==> src/rtl/seg7_scan_driver.sv <==
// Purpose: time-multiplexes four BCD digits onto a common-anode 4-digit 7-segment display with colon and blink-on-done.
// Latency: an/seg/dp are registered; they reflect digit_idx and the live inputs one clock after the sampling edge.
// Backpressure: none; the scan free-runs every cycle and the digit inputs are sampled without handshake.
//
// Ports:
//   clk, reset            rising-edge clock, synchronous active-high reset
//   enable                low blanks all digits, scan keeps running
//   done                  timer expired, makes the display blink
//   m_tens/m_ones         minutes digits (BCD)
//   s_tens/s_ones         seconds digits (BCD)
//   an[3:0]               active-low digit enables, an[0] = s_ones, an[3] = m_tens
//   seg[6:0]              active-low segments {g,f,e,d,c,b,a}
//   dp                    active-low decimal point, used as the colon
//
// Optional build macro: SEG7_LEADING_ZERO_BLANK_EN blanks the m_tens digit when it is zero.

module seg7_scan_driver #(
    parameter int REFRESH_DIV = 100000,
    parameter int BLINK_DIV   = 50
) (
    input  logic       clk,
    input  logic       reset,
    input  logic       enable,
    input  logic       done,
    input  logic [2:0] m_tens,
    input  logic [3:0] m_ones,
    input  logic [2:0] s_tens,
    input  logic [3:0] s_ones,
    output logic [3:0] an,
    output logic [6:0] seg,
    output logic       dp
);

    localparam int TW = (REFRESH_DIV > 2) ? $clog2(REFRESH_DIV) : 1;
    localparam int SW = (BLINK_DIV > 1) ? $clog2(BLINK_DIV) : 1;
    localparam logic [TW-1:0] TICK_LAST = TW'(REFRESH_DIV - 1);
    localparam logic [SW-1:0] SCAN_LAST = SW'(BLINK_DIV - 1);

    logic [TW-1:0] tick_cnt;
    logic [1:0]    digit_idx;
    logic [SW-1:0] scan_cnt;
    logic          blink_phase;

    logic          slot_tick;
    logic          scan_tick;
    logic          visible;
    logic          lz_blank;
    logic [3:0]    digit_val;
    logic [3:0]    an_nxt;
    logic [6:0]    seg_nxt;
    logic          dp_nxt;

    function automatic logic [6:0] decode(input logic [3:0] v);
        logic [6:0] s;
        case (v)
            4'd0:    s = 7'h40;
            4'd1:    s = 7'h79;
            4'd2:    s = 7'h24;
            4'd3:    s = 7'h30;
            4'd4:    s = 7'h19;
            4'd5:    s = 7'h12;
            4'd6:    s = 7'h02;
            4'd7:    s = 7'h78;
            4'd8:    s = 7'h00;
            4'd9:    s = 7'h10;
            default: s = 7'h3F;   // out-of-range value shows a dash
        endcase
        return s;
    endfunction

    assign slot_tick = (tick_cnt == TICK_LAST);
    assign scan_tick = slot_tick && (digit_idx == 2'd3);

    // Scan position counters: never gated by enable so re-enabling resumes in place.
    always_ff @(posedge clk) begin
        if (reset) begin
            tick_cnt  <= '0;
            digit_idx <= 2'd0;
        end else begin
            tick_cnt  <= slot_tick ? '0 : tick_cnt + 1'b1;
            if (slot_tick) begin
                digit_idx <= digit_idx + 2'd1;
            end
        end
    end

    // Blink generator: held in the visible phase while done is low, so every
    // rising done starts with a full visible half-period.
    always_ff @(posedge clk) begin
        if (reset) begin
            scan_cnt    <= '0;
            blink_phase <= 1'b1;
        end else if (!done) begin
            scan_cnt    <= '0;
            blink_phase <= 1'b1;
        end else if (scan_tick) begin
            if (scan_cnt == SCAN_LAST) begin
                scan_cnt    <= '0;
                blink_phase <= ~blink_phase;
            end else begin
                scan_cnt    <= scan_cnt + 1'b1;
            end
        end
    end

    always_comb begin
        digit_val = 4'd0;
        case (digit_idx)
            2'd0:    digit_val = s_ones;
            2'd1:    digit_val = {1'b0, s_tens};
            2'd2:    digit_val = m_ones;
            default: digit_val = {1'b0, m_tens};
        endcase
    end

`ifdef SEG7_LEADING_ZERO_BLANK_EN
    assign lz_blank = (digit_idx == 2'd3) && (m_tens == 3'd0);
`else
    assign lz_blank = 1'b0;
`endif

    assign visible = enable && (!done || blink_phase);

    always_comb begin
        an_nxt  = 4'b1111;
        seg_nxt = 7'h7F;
        dp_nxt  = 1'b1;
        if (visible && !lz_blank) begin
            an_nxt  = ~(4'b0001 << digit_idx);
            seg_nxt = decode(digit_val);
        end
        // Colon sits between minutes and seconds, lit with the m_ones digit.
        if (visible && (digit_idx == 2'd2)) begin
            dp_nxt = 1'b0;
        end
    end

    always_ff @(posedge clk) begin
        if (reset) begin
            an  <= 4'b1111;
            seg <= 7'h7F;
            dp  <= 1'b1;
        end else begin
            an  <= an_nxt;
            seg <= seg_nxt;
            dp  <= dp_nxt;
        end
    end

endmodule

==> config.mk <==
export PLATFORM = sky130hd
export DESIGN_NAME = seg7_scan_driver
export DESIGN_NICKNAME = d
export VERILOG_FILES = /design/src/rtl/seg7_scan_driver.sv
export SDC_FILE = /design/constraint.sdc
export NUM_CORES = 1
export LEC_CHECK = 0
export BUFFER_PORTS_ARGS = -buffer_cell sky130_fd_sc_hd__buf_2
export CORE_MARGIN = 2
export CORE_UTILIZATION = 50
export CTS_CLUSTER_SIZE = 25
export DETAILED_ROUTE_END_ITERATION = 8
export PLACE_DENSITY = 0.76
export SLEW_MARGIN = 20
export SYNTH_ARGS = -nofsm -noshare
export SYNTH_HDL_FRONTEND = slang
export SYNTH_SLANG_ARGS = --single-unit
==> constraint.sdc <==
create_clock -name clk -period 2.6 [get_ports clk]
set_input_delay 0.52 -clock clk [delete_from_list [all_inputs] [get_ports clk]]
set_output_delay 0.52 -clock clk [all_outputs]
set_load 0.005 [all_outputs]
# Word level (Yosys, flattened, before mapping)
# Memory sizes are Yosys's and may differ from the RTL's. A register that Yosys moved wholly into a read port is not among the register bits.
# Index checks and enable logic that the tools add are counted.
# classes
addsub	3
n_eq_ne	5
shifts	1
muxes	3
n_bitwise	4
n_reduce_logical	10
# op_table
operator	n
adder 17 x 1 -> 17 bit, second input constant	1
== test 17 bit, second input constant	1
one-hot mux 4 bit (3 select lines)	1
adder 6 x 1 -> 6 bit, second input constant	1
== test 6 bit, second input constant	1
two-way mux 6 bit	1
OR reduction 2 bit	3
== test 2 bit, second input constant	2
NOT 4 bit	1
<< shifter 1 x 2 -> 4 bit, first input constant	1
logical AND 1 bit	3
NOT 1 bit	3
adder 2 x 1 -> 2 bit, second input constant	1
== test 2 x 1 -> 1 bit, second input constant	1
logical NOT 2 bit	1
AND reduction 2 bit	1
logical NOT 1 bit	1
logical OR 1 bit	1
two-way mux 1 bit	1
# word_totals
register_bits	31
rom_bits	112
word_cells	33
mem_count	1
# memory_table
memory	words	width	rd	rd_clocked_by_memory_dff	wr	line	rtl
(name not given)	16	7	1	1	0	55	case (v)

# Logic depth before layout (Yosys ltp)
# depth
depth_word	5
ltp_mapped	8
ltp_nobuf	8

# Least setup slack after synthesis
# OpenSTA, ideal clock, no wires.
# synth_timing
path_type	register -> register
start	register digit_idx[0]
end	register seg[3]
setup_ns	0.147
t_arrival_ns	1.754
slack_ns	0.698
path_stages_with_launch	7
cell_sequence	dfxtp_1 > inv_1 > ha_1 > a222oi_1 > mux2i_1 > a211oi_1 > o221ai_1
# synth_via
elab_chain_cells	2
elab_cells_between_ends	4
classes_between	2 x eq/ne; 1 x mux; 1 x reduce/logical
# synth_lines
element	line	rtl
start: declaration	40	logic [1:0] digit_idx;
start signal: assignment	82	digit_idx <= digit_idx + 2'd1;
== test 2 bit, or another cell as far along	108	case (digit_idx)
one-hot mux 4 bit (3 select lines) *	108	
end: declaration	30	output logic [6:0] seg,
# Every way passes the cells marked *; elsewhere a longest branch is shown, timed or not.
# A chain may end at the register's enable or synchronous reset.

# Worst setup path in the final report
# Ends and elaborated chain as after synthesis.

==> impl_metrics.env <==
export IMPL_setup_viol=0
export IMPL_synth_seq_area_share_pct=40.2
export IMPL_multi_input_area_um2=1040
export IMPL_cts_sinks=38
export IMPL_numCtsBuffers=5
export IMPL_post_cts_resized=0
export IMPL_seqPwrFrac_pct=47.4
export IMPL_nNetsFinal=265
export IMPL_dpl_cell_count=277
export IMPL_setup_ws_ps=346
export IMPL_die_area_um2=4290
export IMPL_arrival_ps=2390
export IMPL_cts_setup_buffers=0
export IMPL_die_w_um=65.5
export IMPL_cp_start_kind="flop"
export IMPL_hold_violations=0
export IMPL_tritoncts="done"
export IMPL_synth_edf_count=0
export IMPL_ff2ff_setup_slack_ps=350
export IMPL_insertion_delay_ps=290
export IMPL_postRouteAntennaNets=0
export IMPL_period_share_pct=86.7
export IMPL_relSlewSlack_pct=47.5
export IMPL_post_route_min_period_ps=2250
export IMPL_dr_pass1_iters=6
export IMPL_whs_ps=448
export IMPL_die_h_um=65.5
export IMPL_ys_types=42
export IMPL_yosys_register_bits=38
export IMPL_fin_cells=285
export IMPL_worst_slew_pin_slew_ps=786
export IMPL_wire_per_inst_um=12.7
export IMPL_p_leak_nw=0.855
export IMPL_grt_total_usage_pct=19.3
export IMPL_setup_tns_ps=0
export IMPL_ys_warn_count=0
export IMPL_status="finished, final reports clean"
export IMPL_vdd_drop_max_mv=0.426
export IMPL_grt_pass1_wl_um=6430
export IMPL_core_area_um2=3660
export IMPL_rsz0062_at_grt="no"
export IMPL_fp_row_count=22
export IMPL_synth_largest_area_cell="dfxtp_1"
export IMPL_finalPower_mw=1.26
export IMPL_gp_congestion=0.762
export IMPL_drv_cap=0
export IMPL_hold_end="digit_idx[0]"
export IMPL_clock_fmax_mhz=444
export IMPL_reg2reg_depth=6
export IMPL_clkTransAtPathRegs_ps=80
export IMPL_slew_violations=0
export IMPL_regArea_um2=761
export IMPL_yosys_area_top_type_share_pct=40.2
export IMPL_preCtsSetupSlack_ps=364
export IMPL_grt_pass1_vias=1519
export IMPL_clockPowerShare_pct=47.4
export IMPL_async_reset_ff_share_pct=0
export IMPL_grt_start_max_net_pins=18
export IMPL_intPower_mw=1.01
export IMPL_reg2reg_to="seg[3]"
export IMPL_totalWireLength_um=3630
export IMPL_htreeDepth=2
export IMPL_swShare_pct=20.2
export IMPL_viasPerCell=5.50
export IMPL_syn_cell_area_um2=1890
export IMPL_clock_skew_ps=4.95
export IMPL_fin_area_um2=2200
export IMPL_min_from="reset"
export IMPL_synthFlopType="dfxtp_1"
export IMPL_grt_overflow=0
export IMPL_syn2layout_area_growth_pct=16.5
export IMPL_start_util_pct=51.7
export IMPL_combPwrFrac_pct=5.2
export IMPL_critPathMaxFanout=8
export IMPL_syn_area_per_cell_um2=9.15
export IMPL_endpoint_kind="flop"
export IMPL_layout_cells_most_common="dfxtp_1"
export IMPL_antenna_found_initial=0
export IMPL_path_class="flop to flop"
export IMPL_crit_required_ps=2730
export IMPL_synth_area_leaders="dfxtp_1 40%, ha_1 7.3%, xor2_1 5.6%, nor2_1 4.2%, nand4_1 3.3%"
export IMPL_hold_depth=2
export IMPL_port_buffers=29
export IMPL_r2r_start="digit_idx[0]"
export IMPL_root_buffer="clkbuf_8"
export IMPL_worstHoldPathType="primary input to flop"
export IMPL_boundaryPins=30
export IMPL_p_per_area_nw_per_um2=571
export IMPL_vias=1567
export IMPL_fillCellCount=310
export IMPL_hpwl_um=2650
export IMPL_drt_iter0_drc=62
export IMPL_cts_max_path_buffers=2
export IMPL_dpl_cell_area_um2=2070
export IMPL_hold_buffers=0
export IMPL_synth_cells=207
export IMPL_syn_nets=236
export IMPL_drc=0
export IMPL_diodes=0
export IMPL_final_core_util_pct=60.2
export IMPL_drive_above_1_share_pct=19.8
export IMPL_final_cell_mix="38 x dfxtp_1, 29 x buf_2, 21 x nor2_1, 12 x inv_1, 12 x xor2_1"
export IMPL_power_switching_mw=0.254
## cell families after synthesis
kind of cell	synth area share, %
multiplexers	2.78
adder cells (fa/ha/maj)	7.27
buffers and inverters	4.82
AND/OR/NAND/NOR	25.8
XOR/XNOR	6.48
flip-flops	40.2
AO/OA/AOI/OAI	12.6
## worst max-delay path, stage by stage (launching register included)
cell      delay, ps
dfxtp_1         430
inv_1           100
ha_1            280
a222oi_1        400
mux2i_1         270
a211oi_1        430
o221ai_1        180
## power by group through the flow
| stage | Combinational (mW) | Sequential [mW] | Clock [mW] |
|---|---|---|---|
| global placement | 0.0643 | 0.611 | 0 |
| detailed placement | 0.0654 | 0.611 | 0 |
| CTS | 0.0655 | 0.597 | 0.615 |
| finish | 0.0650 | 0.597 | 0.598 |
| floorplan | 0.0370 | 0.611 | 0 |
| global route | 0.0744 | 0.598 | 0.640 |
## per-layer routing
metal / GRT usage, % / share of wire [%] / wire (um)
met2: 31.4 / 46 / 1660
met5: 0 / 0 / 0
met3: 7.19 / 6.2 / 224
met4: 6.25 / 1.3 / 46
met1: 23.5 / 47 / 1700
## synth_stat cells (all sizes together) (5+ instances only)
library cell   n
inv           12
o21ai          9
nand4         11
buf            5
a21oi          9
nand2         10
xor2          12
dfxtp         38
nor2          21
ha            11
and4           5
nand3          9
## final cells by class
cell class / count / share of cell area, %
flip-flops and latches: 38 / 34.5
clock buffers: 5 / 3.12
clock inverters: 3 / 3.12
well taps: 48 / 2.72
inverters: 12 / 2.04
repair buffers: 31 / 7.26
multi-input cells: 148 / 47.2
## flip-flops by register name, summed over array words and instances (netlist names)
register,count
tick_cnt,17
seg,7
scan_cnt,6
an,4
digit_idx,2
blink_phase,1
dp,1
## worst max path at each step
stage                       from  endpoint  slack (ps)  cells past startpoint
floorplan           digit_idx[0]    seg[3]         700                      6
global placement    digit_idx[0]    seg[3]         470                      6
detailed placement  digit_idx[0]    seg[3]         360                      6
CTS                 digit_idx[0]    seg[3]         340                      6
global route        digit_idx[0]    seg[3]         170                      6
finish              digit_idx[0]    seg[3]         350                      6
No activity file was read; power rests on OpenSTA's default activity.
